--- src/rtl/branch_history_table.sv ---
// branch_history_table
//   Direct-mapped table of saturating counters. It gives taken/not-taken
//   predictions to fetch and is trained by resolved branches from execute.
//   Ports:
//     clk, reset               clock; asynchronous active-high reset
//     predict_valid/_stall/_pc prediction request, stall hold, fetch PC
//     predict_valid_out        registered: predict_taken is meaningful
//     predict_taken            registered prediction (1 = taken)
//     update_valid/_pc         resolved-branch training request
//     update_taken             actual outcome
//     update_predicted         prediction that fetch used for this branch
//     miss_count               saturating misprediction count

// One table entry. ctr_nxt is the value the entry will hold after this
// edge. It is also the forwarded value for a same-cycle predict.
module bht_ctr #(
  parameter int CTR_WIDTH = 2
) (
  input  logic                 clk,
  input  logic                 reset,
  input  logic                 upd_en,
  input  logic                 upd_taken,
  output logic [CTR_WIDTH-1:0] ctr_nxt
);
  logic [CTR_WIDTH-1:0] ctr_q;

  always_comb begin
    ctr_nxt = ctr_q;
    if (upd_en) begin
      if (upd_taken && (ctr_q != {CTR_WIDTH{1'b1}}))
        ctr_nxt = ctr_q + 1'b1;
      else if (!upd_taken && (ctr_q != '0))
        ctr_nxt = ctr_q - 1'b1;
    end
  end

  always_ff @(posedge clk or posedge reset) begin
    if (reset) ctr_q <= CTR_WIDTH'(1);
    else       ctr_q <= ctr_nxt;
  end
endmodule

module branch_history_table #(
  parameter int ENTRIES    = 64,
  parameter int CTR_WIDTH  = 2,
  parameter int MISS_WIDTH = 16
) (
  input  logic                  clk,
  input  logic                  reset,
  input  logic                  predict_valid,
  input  logic                  predict_stall,
  input  logic [31:0]           predict_pc,
  output logic                  predict_valid_out,
  output logic                  predict_taken,
  input  logic                  update_valid,
  input  logic [31:0]           update_pc,
  input  logic                  update_taken,
  input  logic                  update_predicted,
  output logic [MISS_WIDTH-1:0] miss_count
);
  localparam int IDX_BITS = $clog2(ENTRIES);

  logic [IDX_BITS-1:0]                pred_idx, upd_idx;
  logic [ENTRIES-1:0][CTR_WIDTH-1:0]  ctr_nxt;
  logic                               mispredict;

  // Word-aligned index. Upper PC bits alias, so they are ignored on purpose.
  assign pred_idx = predict_pc[IDX_BITS+1:2];
  assign upd_idx  = update_pc[IDX_BITS+1:2];

  logic unused_pc_bits;
  assign unused_pc_bits = ^{predict_pc[31:IDX_BITS+2], predict_pc[1:0],
                            update_pc[31:IDX_BITS+2],  update_pc[1:0]};

  for (genvar e = 0; e < ENTRIES; e++) begin : g_ent
    bht_ctr #(.CTR_WIDTH(CTR_WIDTH)) u_ctr (
      .clk       (clk),
      .reset     (reset),
      .upd_en    (update_valid && (upd_idx == IDX_BITS'(e))),
      .upd_taken (update_taken),
      .ctr_nxt   (ctr_nxt[e])
    );
  end

  // Reading the post-update value covers same-index forwarding. Entries
  // that are not being updated have ctr_nxt equal to their stored value.
  always_ff @(posedge clk or posedge reset) begin
    if (reset) begin
      predict_valid_out <= 1'b0;
      predict_taken     <= 1'b0;
    end else if (!predict_stall) begin
      predict_valid_out <= predict_valid;
      predict_taken     <= predict_valid & ctr_nxt[pred_idx][CTR_WIDTH-1];
    end
  end

  assign mispredict = update_valid && (update_taken != update_predicted);

  always_ff @(posedge clk or posedge reset) begin
    if (reset)
      miss_count <= '0;
    else if (mispredict && (miss_count != {MISS_WIDTH{1'b1}}))
      miss_count <= miss_count + 1'b1;
  end
endmodule

--- config.mk ---
export PLATFORM = sky130hd
export DESIGN_NAME = branch_history_table
export DESIGN_NICKNAME = d
export VERILOG_FILES = /design/src/rtl/branch_history_table.sv
export SDC_FILE = /design/constraint.sdc
export NUM_CORES = 1
export LEC_CHECK = 0
export ABC_AREA = 1
export BUFFER_PORTS_ARGS = -buffer_cell sky130_fd_sc_hd__buf_2
export CAP_MARGIN = 30
export CORE_UTILIZATION = 45
export DETAILED_ROUTE_END_ITERATION = 10
export MAX_ROUTING_LAYER = met4
export SYNTH_ARGS = -nofsm -noshare
export SYNTH_HDL_FRONTEND = slang
export SYNTH_SLANG_ARGS = --single-unit
--- constraint.sdc ---
create_clock -name clk -period 5.8 [get_ports clk]
set_input_delay 0.29 -clock clk [delete_from_list [all_inputs] [get_ports clk]]
set_output_delay 0.29 -clock clk [all_outputs]
set_load 0.01 [all_outputs]
## Yosys cells after proc, flatten, opt, wreduce, memory -nomap -nowiden

Cells that the tools add are included.
Widths: inputs -> output; s select.

- Register bits: 146
- Latch bits: 0
- Bits in writable memories: 0
- Memory bits (read-only): 0
- Output and inout port bits: 18
- Memories kept: 0
- Bits of input ports: 71

- Shift-type cells: 0
- Equality and inequality tests: 129
- Order comparisons: 1
- Divide/modulo/power cells: 0
- Bitwise logic cells: 1
- Muxes and demuxes: 194
- Multiply operators: 0
- Reductions and logical operators: 260
- $add $sub $neg: 129

Operators by type and width:

| operator | number |
|---|---|
| $mux 2 | 193 |
| $logic_and 1x1->1 | 194 |
| $eq 6x6->1 const B | 32 |
| $add 2x1->2 const B | 64 |
| $ne 2x2->1 const B | 64 |
| $reduce_bool 2->1 | 64 |
| $sub 2x1->2 const B | 64 |
| $eq 6x5->1 const B | 16 |
| $eq 6x4->1 const B | 8 |
| $eq 6x3->1 const B | 4 |
| $add 16x1->16 const B | 1 |
| $ne 16x16->1 const B | 1 |
| $bmux 2 s6 | 1 |
| $eq 6x2->1 const B | 2 |
| $lt 6x7->1 const B | 1 |
| $eq 6x1->1 const B | 1 |
| $logic_not 6->1 | 1 |
| $and 1x1->1 | 1 |
| $logic_not 1->1 | 1 |
| $ne 1x1->1 | 1 |

## Longest topological paths before layout

Gate-level depths: netlist of the first run.

- Depth in word-level cells: 8
- Gate-level depth with buffers: 16
- Depth with buffers taken out: 15

## Modules after synthesis

A second synthesis of the first run with hierarchy kept.

- Cell total of the unflattened synthesis: 1512
- Area total of the unflattened synthesis: 11123.2 um^2

By module, submodules not included:

| module | seq. area each (um^2) | area each (um^2) | cells an instance | times used |
|---|---|---|---|---|
| bht_ctr | 51.3 | 142.6 | 18 | 64 |
| branch_history_table | 450.4 | 1994.4 | 360 | 1 |

## Least setup slack after synthesis of the first run

Ideal clock, no wire load.

- Path type: reg-to-reg
- Start point: register miss_count[0]
- End point: register miss_count[13]
- Arrival: 1.654 ns
- Required time: 5.675 ns
- Setup time: 0.125 ns
- Clock period less this slack: 1.780 ns
- Stages on the path, launching flop included: 11
- Slack: 4.020 ns
- Path through: dfrtp_1 > ha_1 > nand3_1 > nor2_1 > nand4_1 > nand2_1 > nor3b_2 > nand2_1 > nor2_1 > nand3_1 > xnor2_1

- Word-level cells in the longest chain between the ends: 2
- Elaborated cells on any way between the ends: 3

Ends and longest elaborated chain:

| element | RTL line | text |
|---|---|---|
| start, declared | 59 | `output logic [MISS_WIDTH-1:0] miss_count` |
| start signal, assigned | 103 | `miss_count <= miss_count + 1'b1;` |
| branches (longest 2 deep; another with $add 16x1->16) | n/a |  |

Parallel ways; which one is timed is not known.
A chain may end at the register's enable or synchronous reset.

## Worst setup path in the final report of the first run

- Start point: input predict_pc[2]
- End point: register predict_taken

- Word-level cells in the longest chain between the ends: 3

Ends and longest elaborated chain:

| element | RTL line | text |
|---|---|---|
| start, declared | 52 | `input logic [31:0] predict_pc,` |
| $bmux 2 s6 | 93 | `predict_taken <= predict_valid & ctr_nxt[pred_idx][CTR_WIDTH-1];` |
| $mux 2 (not written as such) | 93 |  |
| $and 1x1->1 | 93 |  |
| end signal, assigned | 93 |  |
| end, declared | 54 | `output logic predict_taken,` |

Every way passes these cells. The select of a mux whose other input is x is not followed.

==> results of run 1 <==
==> worst max path at each step <==
stage | to | slack (ps) | cells after the start
floorplan | g_ent[0].u_ctr.ctr_q[1] | 1690 | 1
global placement | predict_taken | 2750 | 12
detailed placement | predict_taken | 2760 | 12
CTS | predict_taken | 3210 | 12
global route | predict_taken | 3000 | 14
finish | predict_taken | 3190 | 12
==> per-stage QoR <==
stage | util [%] | setup slack, ps | std cells
after detailed placement | 48.0 | 2760 | 1880
after floorplan | - | 1690 | 1547
after CTS | 50.3 | 3210 | 1912
final | 50.3 | 3190 | 1912
after global placement | 48.0 | 2750 | 1880
after global routing | 50.3 | 3000 | 1912
==> cells in the mapped netlist, drive strengths merged <==
cell type / instances
ha: 193
xnor2: 4
nand3b: 7
xor2: 75
o21bai: 8
a21oi: 4
nor2: 116
inv: 334
nand4: 17
and2: 39
dfstp: 64
nor3b: 1
nand3: 193
buf: 24
nor3: 4
o21ai: 92
a31o: 1
o21a: 7
nand2: 267
dfrtp: 82
clkbuf: 14
mux2: 1
==> final cells by class <==
cell class              instances  area [sq um]
multi-input cells            1029          6570
fillers                      2479         12600
inverters                     334          1260
well taps                     330           413
flip-flops and latches        146          3730
clock inverters                15           161
repair buffers                 41           220
clock buffers                  17           425
==> logic make-up (layout without fill, tap and decap cells) <==
kind of cell	Yosys count	after routing	synth area share [%]
buffers and inverters	372	407	12.2
AND/OR/NAND/NOR	644	644	24.3
flip-flops	146	146	31.8
multiplexers	1	1	0.0960
AO/OA/AOI/OAI	112	112	5.13
XOR/XNOR	79	79	5.90
adder cells (fa/ha/maj)	193	193	20.6
==> layer usage <==
layer	vias to the layer above	track usage (%)	wire length, um
li1	4784	-	-
met1	4321	27.8	12900
met2	128	35.8	12700
met3	25	3.10	655
met4	0	5.47	412
met5	-	-	0
==> report_power, final <==
group | internal, mW | switching, mW
Sequential | 1.24 | 0.156
Combinational | 0.337 | 0.509
Clock | 0.610 | 0.517
==> impl_table.tex, run 1 <==
\begin{tabular}{lr}
\hline
Metric & Value \\
\hline
\multicolumn{2}{l}{\textbf{Floorplan}} \\
\quad I/O Pins & 89 \\
\quad Height of the chip & between 150 and 200 um \\
\quad Std-Cell Rows & 58 \\
\quad Starting Density & 46.2\% \\
\quad Die area & 26700 sq um \\
\quad Core box area & 25400 sq um \\
\quad Die width & 163 um \\
\multicolumn{2}{l}{\textbf{STA}} \\
\quad Number of hold violations in the final report & 7 \\
\quad Period utilization & 45.0\% \\
\quad Hold slack final & -20.3 ps \\
\quad Final Slew Violations & 0 \\
\quad Slew at the pin with the worst max-slew slack & 1010 ps \\
\quad RSZ-0062 raised after global routing & false \\
\quad Final min period & between 2000 and 3000 ps \\
\quad Fmax & about 0.38 GHz \\
\quad Headroom to the max-slew limit & 32.1\% \\
\quad Final setup viols & 0 \\
\quad Accumulated negative setup slack & 0 ps \\
\quad Clk\_skew & roughly 9 ps \\
\multicolumn{2}{l}{\textbf{Placement}} \\
\quad Quantity of I/O buffers inserted on ports & 36 \\
\quad HPWL after DPL & 18600 um \\
\quad Final GP Congestion & 0.831 \\
\quad Cell area after placement & between 10000 and 15000 sq um \\
\multicolumn{2}{l}{\textbf{Critical path}} \\
\quad Setup crit start & predict\_pc[2] \\
\quad Cell repeated most along the worst path & sky130\_fd\_sc\_hd\_\_nand3\_1 \\
\quad Worst Setup Path Type & in2reg \\
\quad Data arrival time of the critical path & 2930 ps \\
\quad Bufs and invs on worst path & 4 \\
\quad List of cells traversed by the critical path & buf\_2 > buf\_4 > clkinv\_1 > buf\_4 > nand3\_1 > nand3\_1 > nand3\_1 > nand3\_1 > nand3\_1 > nand3\_1 > nand3\_1 > nand2\_1 \\
\quad Type of destination of the critical path & register \\
\quad Worst R2R Setup Slack & 3740 ps \\
\quad Worst reg-to-reg path cell count & 14 \\
\quad CP Data Required Time & 6120 ps \\
\quad Largest fanout on the critical path & 33 \\
\quad Launching element type of the critical path & primary input \\
\quad Maximum single-stage delay on the critical path & 740 ps \\
\quad Crit path max-delay family & buffers and inverters \\
\quad Reg-to-reg critical path endpoint & predict\_taken \\
\quad Slowest cell on crit path & sky130\_fd\_sc\_hd\_\_clkinv\_1 \\
\multicolumn{2}{l}{\textbf{Global route}} \\
\quad Remaining Overflow, GRT & 0 \\
\quad Via count of the first global-routing pass & 8715 \\
\quad Gr usage total & 21.7\% \\
\quad Pin count of the biggest net entering global routing & 86 \\
\quad Wire length of the first global-routing pass & 43600 um \\
\quad Antenna violations before repair & 0 \\
\multicolumn{2}{l}{\textbf{Clocking}} \\
\quad TritonCTS Sinks & 146 \\
\quad Clock transition at the registers of the reported paths & 80 ps \\
\quad TritonCTS Buffers & 17 \\
\quad Count of cells resized by post-cts repair & 0 \\
\quad CTS H-Tree Depth & 4 \\
\quad Clock tree from TritonCTS & done \\
\quad Clock Latency Late Sink & 430 ps \\
\quad Number of buffers added to fix hold violations after cts & 0 \\
\quad CTS Buffer Depth & 2 \\
\quad Number of buffers inserted by post-CTS setup repair & 0 \\
\quad Root Driver & sky130\_fd\_sc\_hd\_\_clkbuf\_16 \\
\multicolumn{2}{l}{\textbf{Layout}} \\
\quad Commonest non-fill, non-tap cells in the layout & 329 x sky130\_fd\_sc\_hd\_\_inv\_1, 267 x sky130\_fd\_sc\_hd\_\_nand2\_1, 193 x sky130\_fd\_sc\_hd\_\_ha\_1 \\
\quad Final instance area & 12800 sq um \\
\quad Leading cell type in the layout, fill and taps excluded & sky130\_fd\_sc\_hd\_\_inv\_1 \\
\quad Fraction of layout instances using a drive strength above 1 & 9.23\% \\
\quad Final layout net count & about 1800 \\
\quad Diodes inserted & 0 \\
\quad Area Growth Syn to Fin & 8.95\% \\
\multicolumn{2}{l}{\textbf{Synthesis}} \\
\quad Synth unique cells & 27 \\
\quad Leading cell types by total area after synthesis & sky130\_fd\_sc\_hd\_\_ha\_1 21\%, sky130\_fd\_sc\_hd\_\_dfrtp\_1 17\%, sky130\_fd\_sc\_hd\_\_dfstp\_2 14\% \\
\quad Total of warnings raised by yosys & 0 \\
\quad Synthesized instance count & 1547 \\
\quad Register bit total from synthesis & 146 \\
\quad Netlist area before placement & 11700 sq um \\
\quad Cell accounting for the most synthesized area & sky130\_fd\_sc\_hd\_\_ha\_1 \\
\quad Average footprint of a synthesized cell & approximately 7.6 sq um \\
\quad Area share of the largest cell type after synthesis & between 20\% and 30\% \\
\quad Synthesized netlist net count & 1811 \\
\quad Share of the yosys chip area belonging to registers & 31.8\% \\
\multicolumn{2}{l}{\textbf{Drt}} \\
\quad Routed via count divided by cell count & around 4.8 \\
\quad TritonRoute pass-1 iters & 5 \\
\quad Wire length per cell & 14.0 um \\
\quad Antenna Nets Post-Route & 0 \\
\quad Drc violations & 0 \\
\quad DRC marker count from the first detailed-route iteration & 552 \\
\quad Routed vias & 9258 \\
\quad DRT Wirelength & 26700 um \\
\multicolumn{2}{l}{\textbf{Run status}} \\
\quad Violated checks & hold timing \\
\quad Status & finished, violations left \\
\multicolumn{2}{l}{\textbf{Power}} \\
\quad Maximum vdd drop & between 0.0002 and 0.00025 V \\
\quad P\_leak & 7.18 nW \\
\quad Post-layout power & 3.36 mW \\
\quad Power density over cell area & between 200 and 300 nW/um\^{}2 \\
\multicolumn{2}{l}{\textbf{Hold path}} \\
\quad Kind of path behind the tightest hold check & in2async \\
\multicolumn{2}{l}{\textbf{Run}} \\
\quad Count of max-cap constraint violations & 0 \\
\hline
\end{tabular}
No activity file was read; power rests on OpenSTA's default activity.
==> run 2, diff against run 1 <==
--- a/config.mk
+++ b/config.mk
@@ -5,12 +5,13 @@
 export SDC_FILE = /design/constraint.sdc
 export NUM_CORES = 1
 export LEC_CHECK = 0
-export ABC_AREA = 1
+export ABC_AREA = 0
 export BUFFER_PORTS_ARGS = -buffer_cell sky130_fd_sc_hd__buf_2
 export CAP_MARGIN = 30
 export CORE_UTILIZATION = 45
 export DETAILED_ROUTE_END_ITERATION = 10
 export MAX_ROUTING_LAYER = met4
+export PLACE_DENSITY = 0.65
 export SYNTH_ARGS = -nofsm -noshare
 export SYNTH_HDL_FRONTEND = slang
 export SYNTH_SLANG_ARGS = --single-unit
==> constraint.sdc (replaced) <==
create_clock -name clk -period 2.1 [get_ports clk]
set_input_delay 0.105 -clock clk [delete_from_list [all_inputs] [get_ports clk]]
set_output_delay 0.105 -clock clk [all_outputs]
set_load 0.01 [all_outputs]
==> run 2 against run 1 <==
Effect of this change:
- the flow finishes with violations (hold timing, setup timing)
- worst setup slack worse by 3600 ps
- global-route usage grew 1.9 points
- critical path depth shrank 3
- design area up 12%
- hold slack better by 17 ps
- first-iteration DRC count down 7.4%
- critical path type is now reg2reg
==> impl_table.tex, run 2 <==
\begin{tabular}{lr}
\hline
Metric & Value \\
\hline
\multicolumn{2}{l}{\textbf{Placement}} \\
\quad Cell area after placement & about 14000 sq um \\
\quad Quantity of I/O buffers inserted on ports & 36 \\
\quad Worst slack at placement & -517 ps \\
\quad Final GP Congestion & 0.898 \\
\quad Total instance count after detailed placement & 1731 \\
\quad HPWL after DPL & $\sim$21000 um \\
\multicolumn{2}{l}{\textbf{Floorplan}} \\
\quad Height of the chip & 159 um \\
\quad I/O Pins & 89 \\
\quad Core box area & 24200 sq um \\
\quad Die width & $\sim$160 um \\
\quad Die area & 25300 sq um \\
\quad Std-Cell Rows & 57 \\
\quad Starting Density & 45.8\% \\
\multicolumn{2}{l}{\textbf{Drt}} \\
\quad Antenna Nets Post-Route & 0 \\
\quad Routed via count divided by cell count & 5.15 \\
\quad TritonRoute pass-1 iters & 4 \\
\quad Routed vias & slightly above 9000 \\
\quad Wire length per cell & 15.6 um \\
\quad DRT Wirelength & around 28000 um \\
\quad Drc violations & 0 \\
\quad DRC marker count from the first detailed-route iteration & 511 \\
\multicolumn{2}{l}{\textbf{Power}} \\
\quad Maximum vdd drop & around 0.00055 V \\
\quad Power density over cell area & 739 nW/um\^{}2 \\
\quad P\_leak & 6.93 nW \\
\multicolumn{2}{l}{\textbf{Synthesis}} \\
\quad Total of warnings raised by yosys & 0 \\
\quad Average footprint of a synthesized cell & 9.48 sq um \\
\quad Netlist area before placement & about 11000 sq um \\
\quad Most common cell in the netlist & sky130\_fd\_sc\_hd\_\_ha\_1 \\
\quad Number of synthesized flops with an enable pin & 0 \\
\quad Share of the yosys chip area belonging to registers & roughly 34\% \\
\quad Most used flip-flop cell after synthesis & sky130\_fd\_sc\_hd\_\_dfrtp\_1 \\
\quad Mux share of post-synthesis cell area & 5.53\% \\
\quad Synthesized instance count & 1170 \\
\quad Leading cell types by total area after synthesis & sky130\_fd\_sc\_hd\_\_ha\_1 22\%, sky130\_fd\_sc\_hd\_\_dfrtp\_1 18\%, sky130\_fd\_sc\_hd\_\_dfstp\_2 15\% \\
\quad Dominant combinational cell family by area after synthesis & adder cells \\
\quad Xor/xnor share of the synthesized area & 6.31\% \\
\quad Synthesized netlist net count & 1434 \\
\quad Top post-synthesis cells by count & 193 x sky130\_fd\_sc\_hd\_\_ha\_1, 171 x sky130\_fd\_sc\_hd\_\_inv\_1, 82 x sky130\_fd\_sc\_hd\_\_dfrtp\_1 \\
\quad Share of the synthesized area in compound gates (AO/OA/AOI/OAI) & 13.5\% \\
\quad Synth unique cells & 64 \\
\quad Area share of the largest cell type after synthesis & roughly 22\% \\
\quad Share of synthesized flip-flops with an asynchronous set or reset & 100\% \\
\quad Synthesized-area fraction occupied by and/or/nand/nor cells & 11.7\% \\
\quad Synthesized-area fraction occupied by adder cells & roughly 22\% \\
\quad Cell accounting for the most synthesized area & sky130\_fd\_sc\_hd\_\_ha\_1 \\
\quad Register bit total from synthesis & roughly 150 \\
\multicolumn{2}{l}{\textbf{Run status}} \\
\quad Status & finished, violations left \\
\quad Violated checks & hold timing, setup timing \\
\multicolumn{2}{l}{\textbf{STA}} \\
\quad Hold slack final & -3.08 ps \\
\quad Number of hold violations in the final report & 1 \\
\quad Fmax & a little over 0.4 GHz \\
\quad Period utilization & 117\% \\
\quad Slew at the pin with the worst max-slew slack & around 690 ps \\
\quad Clk\_skew & around 14 ps \\
\quad Accumulated negative setup slack & -364 ps \\
\quad Headroom to the max-slew limit & 52.9\% \\
\quad Fin worst setup slack & -364 ps \\
\quad Final setup viols & 1 \\
\quad Final min period & 2460 ps \\
\quad RSZ-0062 raised after global routing & true \\
\quad Final Slew Violations & 0 \\
\multicolumn{2}{l}{\textbf{Layout}} \\
\quad Count of filler cells inserted in the layout & between 2000 and 2500 \\
\quad Final std cells w/o fill & $\sim$1800 \\
\quad Leading cell type in the layout, fill and taps excluded & sky130\_fd\_sc\_hd\_\_buf\_4 \\
\quad Final layout net count & 1693 \\
\quad Final instance area & $\sim$14000 sq um \\
\quad Area Growth Syn to Fin & 28.5\% \\
\quad Register Area & 3730 sq um \\
\quad Area taken by multi-input logic gates & about 6600 sq um \\
\quad Diodes inserted & 0 \\
\quad Fraction of layout instances using a drive strength above 1 & 29.8\% \\
\quad Commonest non-fill, non-tap cells in the layout & 245 x sky130\_fd\_sc\_hd\_\_buf\_4, 191 x sky130\_fd\_sc\_hd\_\_ha\_1, 168 x sky130\_fd\_sc\_hd\_\_inv\_1 \\
\multicolumn{2}{l}{\textbf{Critical path}} \\
\quad Type of destination of the critical path & register \\
\quad Worst reg-to-reg path cell count & 9 \\
\quad Launching element type of the critical path & register \\
\quad Data arrival time of the critical path & 2770 ps \\
\quad CP Data Required Time & roughly 2400 ps \\
\quad Reg-to-reg critical path endpoint & predict\_taken \\
\quad Worst R2R Setup Slack & -360 ps \\
\quad Largest fanout on the critical path & 2 \\
\quad Worst Setup Path Type & reg2reg \\
\multicolumn{2}{l}{\textbf{Global route}} \\
\quad Antenna violations before repair & 0 \\
\quad Wire length of the first global-routing pass & 46100 um \\
\quad Pin count of the biggest net entering global routing & 52 \\
\quad Gr usage total & 23.5\% \\
\quad Remaining Overflow, GRT & 0 \\
\quad Via count of the first global-routing pass & 9394 \\
\multicolumn{2}{l}{\textbf{Clocking}} \\
\quad CTS H-Tree Depth & 4 \\
\quad CTS Buffer Depth & 2 \\
\quad Root Driver & sky130\_fd\_sc\_hd\_\_clkbuf\_16 \\
\quad Clock tree from TritonCTS & done \\
\quad TritonCTS Buffers & 17 \\
\quad Clock Latency Late Sink & 440 ps \\
\quad Clock transition at the registers of the reported paths & 70 ps \\
\quad TritonCTS Sinks & between 100 and 150 \\
\multicolumn{2}{l}{\textbf{Hold path}} \\
\quad Kind of path behind the tightest hold check & in2reg \\
\quad Worst Hold Launch & predict\_valid \\
\quad Worst-case hold path end point & predict\_valid\_out \\
\quad Worst Hold Path Cells & 3 \\
\multicolumn{2}{l}{\textbf{Run}} \\
\quad Count of max-cap constraint violations & 0 \\
\hline
\end{tabular}
-- run 2: cell types whose count changed after synthesis, sizes merged, moves of 39 or more --
cell   change
inv      -163
nor2      -39
xnor2     +69
o21ai     -59
a21oi     +66
nand2    -219
nand3    -176
xor2      -68
nor2b     +44
-- run 2: power breakdown --
part           switching, mW  internal (mW)
clock network           1.47           1.72
logic                   1.64           1.72
registers              0.475           3.51
total                   3.58           6.95
-- run 2: worst max path at each step --
stage	end	cells past startpoint
floorplan	predict_taken	7
global placement	predict_taken	10
global route	predict_taken	9
finish	predict_taken	9
detailed placement	predict_taken	10
CTS	predict_taken	9
-- run 2: logic make-up after synthesis --
group | after synthesis
AND/OR/NAND/NOR | 241
AO/OA/AOI/OAI | 232
flip-flops | 146
buffers and inverters | 224
multiplexers | 54
adder cells (fa/ha/maj) | 193
XOR/XNOR | 80
-- run 2: cell type report --
cell class / instances / share of cell area [%]
Sequential cell: 146 / 26.2
Multi-Input combinational cell: 800 / 46.4
Inverter: 171 / 4.53
Clock buffer: 17 / 2.98
Clock inverter: 15 / 1.29
Tap cell: 324 / 2.84
Timing Repair Buffer: 293 / 15.8
-- run 2: repair_timing --
action / in CTS / in global routing
gates resized for setup: 4 / 5
endpoints found under the hold margin: 84 / 0
endpoints found under the setup margin: 1 / 1
buffers inserted: 0 / 1
pin swaps: 2 / 3
hold buffers: 2 / 0
-- run 2: per-layer routing --
layer  GRT usage, %  wire (um)
met5              -          0
met4           10.3       1010
met3           3.52       1070
met2           38.0      13200
met1           29.2      12300
-- run 2: worst max-delay path, stage by stage (launching register included) --
cell	delay [ps]
sky130_fd_sc_hd__dfstp_2	540
sky130_fd_sc_hd__inv_2	30
sky130_fd_sc_hd__ha_1	280
sky130_fd_sc_hd__nand2_1	60
sky130_fd_sc_hd__o21bai_1	60
sky130_fd_sc_hd__mux2_4	270
sky130_fd_sc_hd__mux2_2	270
sky130_fd_sc_hd__mux4_2	470
sky130_fd_sc_hd__a211oi_2	260
sky130_fd_sc_hd__o41ai_2	110
-- run 2: through the flow --
stage               power, mW  util, %
finish                   10.5     58.8
global route             11.3     58.8
CTS                      10.6     58.6
detailed placement       7.32     55.9
global placement         7.12     55.9
floorplan                5.88        -
